### src/rtl/imem_boot_pkg.sv
// Shared types and constants for the instruction-memory boot-load controller.
package imem_boot_pkg;

  typedef enum logic [2:0] {
    ST_LEN  = 3'd0,
    ST_DATA = 3'd1,
    ST_CSUM = 3'd2,
    ST_RUN  = 3'd3,
    ST_ERR  = 3'd4
  } boot_state_t;

  localparam int unsigned BOOT_LEN_BYTES = 4;

endpackage

### src/rtl/imem_boot_ctrl.sv
// Boot-load controller: length-prefixed byte stream -> instruction memory writes, core held until done.
// Optional trailing XOR checksum byte enabled by defining IMEM_BOOT_CSUM_EN.
module imem_boot_ctrl
  import imem_boot_pkg::*;
#(
  parameter int unsigned ADDR_W = 4
) (
  input  logic              clock,
  input  logic              reset,
  input  logic              rx_valid,
  input  logic [7:0]        rx_data,
  output logic              rx_ready,
  input  logic              reload,
  output logic              mem_we,
  output logic [ADDR_W-1:0] mem_waddr,
  output logic [7:0]        mem_wdata,
  output logic              cpu_hold,
  output logic              load_done,
  output logic              error
);

  localparam int unsigned CNT_W = ADDR_W + 1;
  localparam int unsigned DEPTH = 2 ** ADDR_W;

`ifdef IMEM_BOOT_CSUM_EN
  localparam boot_state_t PAYLOAD_END_ST = ST_CSUM;
`else
  localparam boot_state_t PAYLOAD_END_ST = ST_RUN;
`endif

  boot_state_t       state_q, state_d;
  logic [CNT_W-1:0]  cnt_q, cnt_d;
  logic [31:0]       len_q, len_d;
  logic [7:0]        csum_q, csum_d;
  logic              we_d;
  logic [ADDR_W-1:0] waddr_d;
  logic [7:0]        wdata_d;
  logic              rx_ready_d, cpu_hold_d, load_done_d, error_d;
  logic              accept;
  logic [31:0]       len_new;

  assign accept  = rx_valid && rx_ready;
  // Little-endian assembly: each new byte lands on top, earlier bytes shift down.
  assign len_new = {rx_data, len_q[31:8]};

  // State register
  always_ff @(posedge clock) begin
    if (reset) state_q <= ST_LEN;
    else       state_q <= state_d;
  end

  // Next-state, datapath and next-output decode
  always_comb begin
    state_d = state_q;
    cnt_d   = cnt_q;
    len_d   = len_q;
    csum_d  = csum_q;
    we_d    = 1'b0;
    waddr_d = mem_waddr;
    wdata_d = mem_wdata;

    case (state_q)
      ST_LEN: begin
        if (accept) begin
          len_d = len_new;
          if (cnt_q == CNT_W'(BOOT_LEN_BYTES - 1)) begin
            cnt_d = '0;
            if (len_new > 32'(DEPTH))   state_d = ST_ERR;
            else if (len_new == 32'd0)  state_d = PAYLOAD_END_ST;
            else                        state_d = ST_DATA;
          end else begin
            cnt_d = cnt_q + CNT_W'(1);
          end
        end
      end
      ST_DATA: begin
        if (accept) begin
          we_d    = 1'b1;
          waddr_d = cnt_q[ADDR_W-1:0];
          wdata_d = rx_data;
          csum_d  = csum_q ^ rx_data;
          cnt_d   = cnt_q + CNT_W'(1);
          if (32'(cnt_q) + 32'd1 == len_q) state_d = PAYLOAD_END_ST;
        end
      end
`ifdef IMEM_BOOT_CSUM_EN
      ST_CSUM: begin
        if (accept) state_d = (rx_data == csum_q) ? ST_RUN : ST_ERR;
      end
`endif
      ST_RUN, ST_ERR: begin
        if (reload) begin
          state_d = ST_LEN;
          cnt_d   = '0;
          len_d   = '0;
          csum_d  = '0;
        end
      end
      default: state_d = ST_LEN;
    endcase

    // Outputs are registered copies of what the next state/strobe implies.
    rx_ready_d  = (state_d == ST_LEN) || (state_d == ST_DATA) || (state_d == ST_CSUM);
    cpu_hold_d  = !((state_d == ST_RUN) && !we_d);
    load_done_d = (state_d == ST_RUN);
    error_d     = (state_d == ST_ERR);
  end

  // Datapath and output registers
  always_ff @(posedge clock) begin
    if (reset) begin
      cnt_q     <= '0;
      len_q     <= '0;
      csum_q    <= '0;
      mem_we    <= 1'b0;
      mem_waddr <= '0;
      mem_wdata <= '0;
      rx_ready  <= 1'b1;
      cpu_hold  <= 1'b1;
      load_done <= 1'b0;
      error     <= 1'b0;
    end else begin
      cnt_q     <= cnt_d;
      len_q     <= len_d;
      csum_q    <= csum_d;
      mem_we    <= we_d;
      mem_waddr <= waddr_d;
      mem_wdata <= wdata_d;
      rx_ready  <= rx_ready_d;
      cpu_hold  <= cpu_hold_d;
      load_done <= load_done_d;
      error     <= error_d;
    end
  end

endmodule

### config.mk
export PLATFORM = sky130hd
export DESIGN_NAME = imem_boot_ctrl
export DESIGN_NICKNAME = d
export VERILOG_FILES = /design/src/rtl/imem_boot_pkg.sv /design/src/rtl/imem_boot_ctrl.sv
export SDC_FILE = /design/constraint.sdc
export NUM_CORES = 1
export LEC_CHECK = 0
export BUFFER_PORTS_ARGS = -buffer_cell sky130_fd_sc_hd__buf_2
export CORE_UTILIZATION = 60
export DETAILED_ROUTE_END_ITERATION = 6
export PLACE_DENSITY = 0.82
export SETUP_SLACK_MARGIN = 0.2
export SLEW_MARGIN = 20
export SYNTH_ARGS = -nofsm -noshare
export SYNTH_HDL_FRONTEND = slang
export SYNTH_SLANG_ARGS = --single-unit
### constraint.sdc
create_clock -name clock -period 3.99 [get_ports clock]
set_input_delay 0.1995 -clock clock [delete_from_list [all_inputs] [get_ports clock]]
set_output_delay 0.1995 -clock clock [all_outputs]
set_load 0.1 [all_outputs]
**Word-level counts from Yosys, hierarchy flattened**

Index checks and enable logic that the tools add are counted.

- Add/sub/neg operators: 2
- $lt $le $gt $ge: 1
- Eq/ne operators: 12
- Multiplexer cells: 18
- Reductions and logical operators: 15

Operator list:

| cell | count |
|---|---|
| $mux W32 | 2 |
| $pmux W32 S2 | 1 |
| $eq A6 B32 Y1 | 1 |
| $gt A32 B5 Y1 const B | 1 |
| $logic_not A32 Y1 | 1 |
| $mux W5 | 4 |
| $mux W3 | 6 |
| $pmux W5 S3 | 1 |
| $eq A3 B2 Y1 const B | 3 |
| $pmux W3 S3 | 1 |
| $add A5 B1 Y6 const B | 1 |
| $eq A3 B1 Y1 const B | 2 |
| $eq A3 B3 Y1 const B | 2 |
| $logic_not A3 Y1 | 2 |
| $ne A2 B2 Y1 const B | 3 |
| $add A5 B1 Y5 const B | 1 |
| $eq A5 B2 Y1 const B | 1 |
| $reduce_and A4 Y1 | 1 |
| $reduce_and A3 Y1 | 1 |
| $reduce_bool A3 Y1 | 1 |
| $logic_and A1 B1 Y1 | 2 |
| $logic_not A1 Y1 | 2 |
| $logic_or A1 B1 Y1 | 2 |
| $mux W1 | 2 |
| 4 further kinds | 4 |

- Flip-flop bits (word level): 57
- Input bits: 12
- Output and inout bits: 17
- Word-level logic and storage cells: 58

**Depth between registers and ports, before layout**

Gate-level depths: netlist of the first run.

- Depth in word-level cells: 9
- Depth in mapped cells: 6
- Gate-level depth less buffers: 6

**Worst setup path after synthesis of the first run**

Ideal clock, no wire load.

- Kind: register to register
- From: register rx_ready
- To: register mem_wdata[2]
- Setup time: 0.128 ns
- Arrival: 1.977 ns
- Required time: 3.862 ns
- Path slack: 1.885 ns
- Stages on the path, launching flop included: 6
- Buffers on the path: 1
- Clock period less this slack: 2.105 ns
- Path through: dfxtp_1 > nand3b_1 > nor3_2 > buf_4 > mux2i_1 > nor2_1

- Cells in the longest elaborated chain, start to end: 2

RTL lines:

| item | RTL line | source |
|---|---|---|
| start, declared | imem_boot_ctrl.sv:12 | `output logic rx_ready,` |
| start signal, assigned | imem_boot_ctrl.sv:129 | `rx_ready <= rx_ready_d;` |
| $logic_and A1 B1 Y1 | imem_boot_ctrl.sv:42 | `assign accept = rx_valid && rx_ready;` |
| $reduce_and A2 Y1 (no line) | -- |  |
| end signal, assigned | imem_boot_ctrl.sv:128 | `mem_wdata <= wdata_d;` |
| end, declared | imem_boot_ctrl.sv:16 | `output logic [7:0] mem_wdata,` |

No other way between the ends.
A chain may end at the register's enable or synchronous reset.

**Worst setup path after layout of the first run**

- From: register cnt_q[0]
- To: register state_q[1]

- Cells in the longest elaborated chain, start to end: 5
- Elaborated cells on any way between the ends: 8
- Classes of those cells: add/sub (1); eq/ne (2); mux (5)

RTL lines:

| item | RTL line | source |
|---|---|---|
| start, declared | imem_boot_ctrl.sv:32 | `logic [CNT_W-1:0] cnt_q, cnt_d;` |
| start signal, assigned | imem_boot_ctrl.sv:123 | `cnt_q <= cnt_d;` |
| $add A5 B1 Y6 | imem_boot_ctrl.sv:83 | `if (32'(cnt_q) + 32'd1 == len_q) state_d = PAYLOAD_END_ST;` |
| $eq A6 B32 Y1 | imem_boot_ctrl.sv:83 |  |
| $mux W3 | imem_boot_ctrl.sv:83 |  |
| $mux W3 | imem_boot_ctrl.sv:77 | `if (accept) begin` |
| $pmux W3 S3 * | imem_boot_ctrl.sv:62 | `case (state_q)` |
| end signal, assigned | imem_boot_ctrl.sv:49 | `else state_q <= state_d;` |
| end, declared | imem_boot_ctrl.sv:31 | `boot_state_t state_q, state_d;` |

Mark *: on every way between the ends. The rest lies on a longest branch, timed or not.

==> results of run 1 <==
==> how the worst max path moves through the flow <==
stage	from	to	slack, ps	cells after the start
2_1_floorplan	rx_ready	mem_wdata[2]	1890	5
3_3_place_gp	state_q[2]	len_q[19]	1940	5
3_5_place_dp	cnt_q[0]	rx_ready	1980	6
4_1_cts	cnt_q[0]	state_q[1]	1950	6
5_1_grt	cnt_q[0]	cnt_q[4]	1830	6
6_report	cnt_q[0]	state_q[1]	1920	6
==> where the power goes <==
part	switching [mW]	internal (mW)
Combinational	0.0535	0.0294
Sequential	0.0120	0.581
Clock	0.214	0.317
Total	0.279	0.927
==> final cells by class <==
type | count | area [sq um]
Timing Repair Buffer | 31 | 170
Multi-Input combinational cell | 203 | 1200
Fill cell | 311 | 1020
Sequential cell | 57 | 1140
Clock buffer | 12 | 155
Clock inverter | 3 | 40.0
Tap cell | 48 | 60.1
Inverter | 3 | 11.3
==> cell usage in the layout, fill, tap and decap left out, types with 2 or more instances in the layout <==
cell type  synthesis  final
nand2_1           38     38
nand3b_1           3      3
dfxtp_1           57     57
a21oi_1           38     38
buf_4              4      2
nor3_1             4      4
inv_1              2      2
buf_2              9     28
nand2b_1           2      2
clkbuf_8           0     11
nor4_2             2      2
nor4_1             7      7
nand3_1           39     39
clkinv_2           0      2
xor2_1             3      3
a211oi_1           2      2
mux2i_1           12     12
xnor2_1            5      5
nor4b_2            2      2
o21ai_0            3      3
nand4_1            3      3
nor2_1            19     19
==> flip-flops by register name (all words and copies together) (netlist names) <==
name and count:
mem_waddr 4, state_q 3, error 1, load_done 1, mem_we 1, cpu_hold 1, cnt_q 5, rx_ready 1
len_q 32, mem_wdata 8
==> per-stage QoR <==
| stage | hold WS [ps] | instance area [sq um] | std cells |
|---|---|---|---|
| floorplan | 347 | 2450 | 282 |
| global placement | 442 | 2560 | 341 |
| detailed placement | 449 | 2580 | 342 |
| CTS | 139 | 2780 | 357 |
| global route | 147 | 2780 | 357 |
| finish | 139 | 2780 | 357 |
==> critical path, cell delays in order, from the launching register on <==
cell and delay [ps]:
dfxtp_1 510, ha_1 330, xor2_1 160, nor4_1 280
nand4_1 200, nor4b_2 370, nand2b_1 160
==> cells by family (layout without fill, tap and decap cells) <==
logic type / Yosys count / after routing / share of synthesized area
and+or+nand+nor: 127 / 127 / 0.268
DFF: 57 / 57 / 0.466
AOI/OAI and AO/OA: 55 / 55 / 0.138
buffers and inverters: 22 / 49 / 0.0445
muxes: 12 / 12 / 0.0491
xor gates and xnor gates: 8 / 8 / 0.0286
adders and majority gates: 1 / 1 / 0.00511
==> routing by layer <==
layer,track usage,vias to the layer above,part of all wire
met4,0.122,0,0.027
met1,0.365,1001,0.46
met5,0,-,0
met2,0.448,50,0.48
met3,0.0828,15,0.037
li1,-,1048,-
==> summary.txt, run 1 <==
Clock network
  – Cts hold-fix bufs: 0
  – Worst skew pair latency: 340 ps
  – Clock sinks: 57
  – Clock H-tree levels: 3
  – Clock Pin Slew Worst Setup and Hold Paths: 60 ps
  – CTS max path bufs: 2
  – Post-CTS setup buffers: 0
  – Clock root buffer: clkbuf_8
  – TritonCTS clock tree: done
  – CTS buffer count: 9
  – CTS resizes: 0

Worst hold path
  – Worst hold path depth: 3
  – Hold Path Sink: mem_wdata[1]
  – Tightest Hold Check Type: in2reg
  – HP Start: rx_data[1]

STA
  – Final WS setup: 1920 ps
  – # setup viols final: 0
  – Fin Clk Skew: 6.86 ps
  – Final hold vios: 0
  – Worst slew pin tran: between 1000 and 1500 ps
  – Period minus WS final: 2070 ps
  – Slew HR: 0.324
  – Max Clock Freq: 484 MHz
  – Total negative slack: 0 ps
  – Final worst-path cycle share: 0.518
  – Pins Over Slew Limit: 0
  – RSZ-0062 raised after global routing: no

Setup path
  – Crit path required time: ~4300 ps
  – FF-to-FF setup slack: 1920 ps
  – CP Launch Type: register
  – CP arrival: between 2000 and 2500 ps
  – Worst setup EP type: register
  – RR Endpoint: state_q[1]
  – Setup Crit Path Kind: reg2reg
  – Startpoint of the worst register-to-register path: cnt_q[0]
  – Reg2Reg Depth: 6
  – CP Max Fanout: 6

Floorplan
  – Starting density of the core: 0.644
  – I/O pin cnt: 29
  – Die ar.: 4340 sq um
  – Core area: 3800 sq um
  – Die height: roughly 66 um
  – Die outline width: 65.9 um
  – FP Rows: 22

GRT
  – Number of global-route vias before repair: 1,953
  – Remaining global-route overflow: 0
  – First-pass GRT wire length: 9.20 mm
  – Initial antenna violation count: 0
  – Tot GR Track Use: 0.287
  – Pin count of the biggest net entering global routing: 57

Job
  – Max-cap violation count: 0

Synthesis
  – Top-area cell type share of the netlist area: 0.466
  – Async S/R FF share, synth: 0
  – Top-count cell post-synth: dfxtp_1
  – Synth cell types: 44
  – Synthesized net count: 295
  – Register area share after synthesis: 0.466
  – Cell count after synthesis: 282
  – Largest cells by area after synthesis: dfxtp_1 47%, nand3_1 8.0%, a21oi_1 7.8%
  – Synthesized flop and latch total: 57
  – Synth Flop Type: dfxtp_1
  – Post-synth top area cell: dfxtp_1
  – Syn. warnings: 0
  – Syn avg cell area: 8.68 sq um
  – Post-synth EDFFs: 0
  – Synthesized cell area: 2450 sq um
  – Synth top cells by count: 57 x dfxtp_1, 39 x nand3_1, 38 x a21oi_1, 38 x nand2_1, 19 x nor2_1

Detailed routing
  – Drt drc: 0
  – Drt wl/cell: 15.0 um
  – Via/cell ratio: between 5 and 6
  – 1st-iter DRT viols: 149
  – Drt first pass iters: 4
  – WL final: 5.36 mm
  – Antenna viol nets, final: 0
  – Via Count: 2,114

Power
  – Worst VDD drop: 326 uV
  – Leak: 1.03 nW
  – Post-route total power: 1.21 mW
  – Power per cell area: 435 nW/um^2

Place
  – Global placer's final weighted congestion: about 0.8
  – Port Buffer Count: 28
  – Hpwl dp: about 3.5 mm
  – Place WS: between 1500 and 2000 ps

Final layout
  – Utilization after layout: 0.731
  – Share of cells above drive strength 1: 0.191
  – # diodes: 0
  – Final nets: ~320
  – Area delta synth->final: 13.4%

Outcome
  – Outcome: finished, final reports clean
Power figures use the tool's default switching activity.
==> run 2, diff against run 1 <==
- CORE_UTILIZATION: 60 -> 57
- PLACE_DENSITY: 0.82 -> 0.78
- clock period: 3.99 -> 2.1 ns (I/O delays scaled with it)
==> summary.txt, run 2 (synthesized netlist as in run 1, its figures left out) <==
Final layout
  – Most common cell after layout, fill and taps aside: dfxtp_1
  – Top reg by flops: len_q
  – Area delta synth->final: 16.7%
  – Share of cells above drive strength 1: 0.225 (+0.0337)
  – Final nets: 327 (+2.8%)
  – Largest register FFs: 32 (unchanged)
  – Post-route cell area: 2860 sq um (+2.9%)
  – Most frequent cells in the layout: 55 x dfxtp_1, 39 x nand3_1, 38 x nand2_1, 38 x a21oi_1, 28 x buf_2
  – # diodes: 0 (unchanged)
  – Top flop regs: len_q x32, mem_wdata x8, cnt_q x5
  – Utilization after layout: 0.704 (-0.0266)

Place
  – Placed cell area: 2640 sq um (+2.4%)
  – Port Buffer Count: 28 (unchanged)
  – Global placer's final weighted congestion: 0.841 (+5.5%)
  – Hpwl dp: 3.69 mm (+4.0%)

Power
  – Leak: 1.06 nW (+3.2%)
  – Logic pwr share: 0.081 (+0.012)
  – Worst VDD drop: 669 uV (+110%)
  – Power per cell area: 768 nW/um^2 (+77%)
  – Power Internal: 1.68 mW (+81%)
  – Clock power share: 0.406 (-0.034)
  – Sequential power share: 0.513 (+0.022)
  – Net switching power: 0.514 mW (+84%)
  – Sw frac: 0.234 (+0.00256)

Setup path
  – CP arrival: 1990 ps (-360 ps)
  – Setup Crit Path Kind: reg2reg
  – Crit path required time: 2320 ps (-1950 ps)
  – CP Max Fanout: 5 (-1)
  – Worst setup EP type: register
  – CP Launch Type: register

STA
  – Max Clock Freq: 565 MHz (+17%)
  – Final worst-path cycle share: 0.843 (+0.325)
  – Total negative slack: 0 ps (unchanged)
  – Pins Over Slew Limit: 0 (unchanged)
  – Hold slack final: 40.4 ps (-98.7 ps)
  – Period minus WS final: 1770 ps (-298 ps)
  – Final hold vios: 0 (unchanged)
  – Worst slew pin tran: 478 ps (-537 ps)
  – # setup viols final: 0 (unchanged)
  – RSZ-0062 raised after global routing: no
  – Slew HR: 0.679 (+0.356)
  – Fin Clk Skew: 8.35 ps (+1.49 ps)

Detailed routing
  – 1st-iter DRT viols: 132 (-11%)
  – WL final: 5.50 mm (+2.8%)
  – Antenna viol nets, final: 0 (unchanged)
  – Via Count: 2,148 (+1.6%)
  – Via/cell ratio: 5.87 (-0.89%)
  – Drt wl/cell: 15.0 um (+0.26%)
  – Drt first pass iters: 4 (unchanged)
  – Drt drc: 0 (unchanged)

Floorplan
  – I/O pin cnt: 29 (unchanged)
  – Die outline width: 67.5 um (+2.5%)
  – FP Rows: 23 (+4.5%)
  – Die ar.: 4560 sq um (+5.1%)
  – Starting density of the core: 0.603 (-0.0411)
  – Core area: 4060 sq um (+6.8%)
  – Die height: 67.5 um (+2.5%)

Clock network
  – CTS buffer count: 9 (unchanged)
  – Clock root buffer: clkbuf_8
  – Clock H-tree levels: 3 (unchanged)
  – Worst skew pair latency: 340 ps (about the same)
  – Clock Pin Slew Worst Setup and Hold Paths: 60 ps (about the same)
  – TritonCTS clock tree: done
  – CTS max path bufs: 2 (unchanged)
  – Clock sinks: 57 (unchanged)

GRT
  – Pin count of the biggest net entering global routing: 41 (-28%)
  – Initial antenna violation count: 0 (unchanged)
  – Number of global-route vias before repair: 2,029 (+3.9%)
  – Remaining global-route overflow: 0 (unchanged)
  – First-pass GRT wire length: 9.39 mm (+2.0%)
  – Tot GR Track Use: 0.285 (-0.00150)

Outcome
  – Outcome: finished, final reports clean

Worst hold path
  – Tightest Hold Check Type: in2reg

Job
  – Max-cap violation count: 0 (unchanged)
[run 2: metal layers]
metal,vias to the layer above,global-route usage,wire [um]
met1,1032,0.329,2360
met5,-,0,0
met3,8,0.118,261
met2,47,0.462,2810
met4,0,0.117,69
li1,1061,-,-
[run 2: worst max-delay path, stage by stage, from the launching register on]
cell and delay (ps):
dfxtp_1 400, ha_2 270, nor4b_4 260, a2111o_1 230, nor2_2 70, and3_1 180, a221o_1 250
[run 2: worst paths after layout]
path         startpoint  cells after the start  slack, ps        end
max            cnt_q[1]                      6        330   cnt_q[4]
min          rx_data[7]                      3         40  len_q[31]
max reg2reg    cnt_q[1]                      6        330   cnt_q[4]
min reg2reg    len_q[6]                      2        450   len_q[6]
[run 2: area by class of cell]
type,instances,area [sq um]
Inverter,3,11.3
Timing Repair Buffer,40,250
Multi-Input combinational cell,203,1220
Tap cell,50,62.6
Sequential cell,57,1140
Clock buffer,13,169
Fill cell,330,1200
[run 2: what timing repair did]
item / 4_1_cts / 5_1_grt
setup endpoints to repair: 2 / 18
pin swaps: 1 / 1
buffers inserted: 1 / 2
resized for setup: 1 / 4
hold buffers: 0 / 0
[run 2: power groups by stage]
stage,sequential [mW],clock (mW),combinational (mW)
6_report,1.13,0.891,0.178
3_5_place_dp,1.15,0,0.168
4_1_cts,1.12,0.911,0.172
3_3_place_gp,1.15,0,0.161
5_1_grt,1.13,0.954,0.197
2_1_floorplan,1.14,0,0.114
[run 2: stage by stage]
step / std cells / setup slack [ps] / power [mW]
after CTS: 364 / 220 / 2.21
final: 366 / 330 / 2.19
after global routing: 366 / 240 / 2.28
after global placement: 348 / 78.3 / 1.31
after floorplan: 282 / 358 / 1.26
after detailed placement: 350 / 136 / 1.32
==> run 3, diff against run 2 <==
- ABC_AREA: unset -> 1
- clock period: 2.1 -> 1.7 ns (I/O delays scaled with it)
==> summary.txt, run 3 <==
Detailed routing
  – Drt drc: 0 (unchanged)
  – Via Count: 2,412 (+12%)
  – Via/cell ratio: 5.48 (-6.6%)
  – WL final: 6.23 mm (+13%)
  – Drt wl/cell: 14.1 um (-5.9%)
  – Met2 WL: 3.15 mm (+12%)
  – 1st-iter DRT viols: 180 (+36%)
  – Wl on met1: 2.73 mm (+16%)
  – Drt first pass iters: 5 (+1)
  – Antenna viol nets, final: 0 (unchanged)
  – Met3 wire length: 314 um (+20%)
  – Highest metal used: met4

Final layout
  – Most common cell after layout, fill and taps aside: nand2_1
  – Area delta synth->final: 23.4%
  – Most frequent cells in the layout: 64 x nand2_1, 49 x dfxtp_1, 43 x nor2_1, 33 x nand3_1, 31 x a21oi_1
  – # diodes: 0 (unchanged)
  – Top reg by flops: len_q
  – Final nets: 396 (+21%)
  – Reg area: 1160 sq um (+1.1%)
  – Fin cells: 440 (+20%)
  – Multi-input logic area: 1360 sq um (+11%)
  – Largest register FFs: 32 (unchanged)
  – Share of cells above drive strength 1: 0.309 (+0.0846)
  – Top flop regs: len_q x32, mem_wdata x8, cnt_q x5
  – # fillers: 339 (+2.7%)

Floorplan
  – Die height: 69.5 um (+2.9%)
  – Starting density of the core: 0.596 (-0.00688)
  – I/O pin cnt: 29 (unchanged)
  – FP Rows: 24 (+4.3%)
  – Die ar.: 4830 sq um (+5.9%)
  – Die outline width: 69.5 um (+2.9%)
  – Core area: 4350 sq um (+7.3%)

STA
  – Fin Clk Skew: 6.99 ps (-1.36 ps)
  – Final worst-path cycle share: 0.907 (+0.0640)
  – Pins Over Slew Limit: 0 (unchanged)
  – Total negative slack: 0 ps (unchanged)
  – Slew HR: 0.677 (-0.00242)
  – Period minus WS final: 1540 ps (-228 ps)
  – Worst slew pin tran: 488 ps (+10.2 ps)
  – # setup viols final: 0 (unchanged)
  – Hold slack final: 24.0 ps (-16.4 ps)
  – Max Clock Freq: 649 MHz (+15%)
  – Final hold vios: 0 (unchanged)
  – RSZ-0062 raised after global routing: yes

Setup path
  – Crit-path cells: inv_1, nor2_1, nand2_2, nor2_4, nand3_2, nor2_2, nand3_2, nand2_2, inv_2, nand2_2, nand3_1
  – Startpoint of the worst register-to-register path: state_q[0]
  – Delay of the slowest cell on the worst path: 370 ps (-30 ps)
  – Setup Crit Path Kind: reg2reg
  – RR Endpoint: cpu_hold
  – CP Max Fanout: 3 (-2)
  – CP Launch Type: register
  – Slowest-stage cell, CP: dfxtp_4
  – Crit path required time: 1910 ps (-410 ps)
  – Crit-path most repeated cell: nand2_2
  – FF-to-FF setup slack: 160 ps (-170 ps)
  – Worst setup EP type: register
  – CP arrival: 1750 ps (-240 ps)
  – Reg2Reg Depth: 11 (+5)

Synthesis
  – Synthesized cell area: 2600 sq um (+6.1%)
  – Top-area cell type share of the netlist area: 0.440 (-0.0267)
  – Async S/R FF share, synth: 0 (unchanged)
  – Largest cells by area after synthesis: dfxtp_1 44%, nand2_1 10%, nand3_1 7.1%
  – Synth top cells by count: 71 x nand2_1, 57 x dfxtp_1, 49 x nor2_1
  – Top-count cell post-synth: nand2_1
  – Post-synth top area cell: dfxtp_1
  – Syn. warnings: 0 (unchanged)
  – Register area share after synthesis: 0.440 (-0.0267)
  – Cell count after synthesis: 348 (+23%)
  – Post-synth EDFFs: 0 (unchanged)
  – Synthesized net count: 361 (+22%)
  – Synth Flop Type: dfxtp_1
  – Synth cell types: 32 (-27%)
  – Syn avg cell area: 7.46 sq um (-14%)
  – Synthesized flop and latch total: 57 (unchanged)

Power
  – Sw frac: 0.278 (+0.0442)
  – Power per cell area: 1120 nW/um^2 (+46%)
  – Logic pwr share: 0.170 (+0.089)
  – Power Internal: 2.60 mW (+55%)
  – Clock power share: 0.430 (+0.024)
  – Worst VDD drop: 772 uV (+15%)
  – Leak: 1.33 nW (+25%)
  – Net switching power: 1.00 mW (+95%)
  – Post-route total power: 3.60 mW (+64%)
  – Sequential power share: 0.400 (-0.113)

GRT
  – Tot GR Track Use: 0.253 (-0.0318)
  – Remaining global-route overflow: 0 (unchanged)
  – Number of global-route vias before repair: 2,204 (+8.6%)
  – First-pass GRT wire length: 9.76 mm (+3.9%)
  – Pin count of the biggest net entering global routing: 37 (-9.8%)
  – Initial antenna violation count: 0 (unchanged)

Clock network
  – CTS buffer count: 9 (unchanged)
  – CTS max path bufs: 2 (unchanged)
  – Worst skew pair latency: 330 ps (about the same)
  – Clock root buffer: clkbuf_8
  – TritonCTS clock tree: done
  – Clock H-tree levels: 3 (unchanged)
  – Clock sinks: 57 (unchanged)
  – Clock Pin Slew Worst Setup and Hold Paths: 70 ps (about the same)

Worst hold path
  – Hold Path Sink: mem_wdata[4]
  – Worst hold path depth: 3 (unchanged)
  – HP Start: rx_data[4]
  – Tightest Hold Check Type: in2reg

Job
  – Max-cap violation count: 0 (unchanged)

Outcome
  – Outcome: finished, final reports clean

Place
  – Port Buffer Count: 28 (unchanged)
  – Placed cells: 416 (+19%)
  – Hpwl dp: 3.78 mm (+2.4%)
  – Global placer's final weighted congestion: 0.858 (+2.1%)
-- run 3: cell count changes after synthesis, sizes merged, moves of 8 or more --
cell,delta
nand2,+37
mux2i,-12
nor2,+32
nor4,-10
o21ai,+12
nand3,+8
inv,+18
-- run 3: worst max-delay path by stage --
stage,slack (ps),cells after the start,to,start
floorplan,230,10,len_q[22],rx_ready
global route,60,11,cpu_hold,state_q[0]
finish,160,11,cpu_hold,state_q[0]
CTS,210,12,cpu_hold,cnt_q[0]
global placement,150,12,cpu_hold,cnt_q[0]
detailed placement,120,12,cpu_hold,cnt_q[0]
-- run 3: cells by family (layout without fill, tap and decap cells) --
group | Yosys count | after routing | share of synthesized area
simple gates | 183 | 183 | 0.326
xor+xnor | 1 | 1 | 0.00337
fa+ha+maj | 1 | 1 | 0.00482
buf+inv | 40 | 80 | 0.0766
compound gates | 66 | 66 | 0.150
flops | 57 | 57 | 0.440
-- run 3: metal layers --
metal  vias up  GRT usage
li1       1216          -
met1      1116      0.335
met2        76      0.405
met3         4     0.0654
met4         0     0.0794
met5         -          0
-- run 3: layout make-up --
| type | count | share of cell area |
|---|---|---|
| timing repair buffer | 42 | 0.0879 |
| tap | 52 | 0.0203 |
| timing repair inverter | 1 | 0.00273 |
| clock buffer | 11 | 0.0441 |
| inverter | 21 | 0.0285 |
| sequential | 57 | 0.361 |
| clock inverter | 5 | 0.0316 |
| multi-input combinational | 251 | 0.424 |
-- run 3: power by group through the flow --
stage | Sequential [mW] | Combinational, mW | Clock [mW]
5_1_grt | 1.45 | 0.658 | 1.63
3_5_place_dp | 1.46 | 0.504 | 0
4_1_cts | 1.44 | 0.516 | 1.57
3_3_place_gp | 1.46 | 0.501 | 0
6_report | 1.44 | 0.613 | 1.55
2_1_floorplan | 1.58 | 0.294 | 0
-- run 3: worst max-delay path, delay by kind of cell (launching register included) --
family | cells | cell delay [ps]
flops | 1 | 370
simple gates | 9 | 950
buf+inv | 2 | 110
-- run 3: metrics by stage --
step | setup WS [ps] | area [sq um] | util
after floorplan | 229 | 2600 | -
after global placement | 154 | 2760 | 0.633
after CTS | 210 | 3020 | 0.694
after global routing | 56.8 | 3200 | 0.736
after detailed placement | 116 | 2760 | 0.633
final | 158 | 3200 | 0.736
-- run 3: repair_timing --
action	4_1_cts	5_1_grt
hold buffers	0	0
hold endpoints to repair	0	0
gates resized for setup	7	36
setup buffers	0	7
setup endpoints to repair	6	42
pin swaps	0	12
cloned	0	1
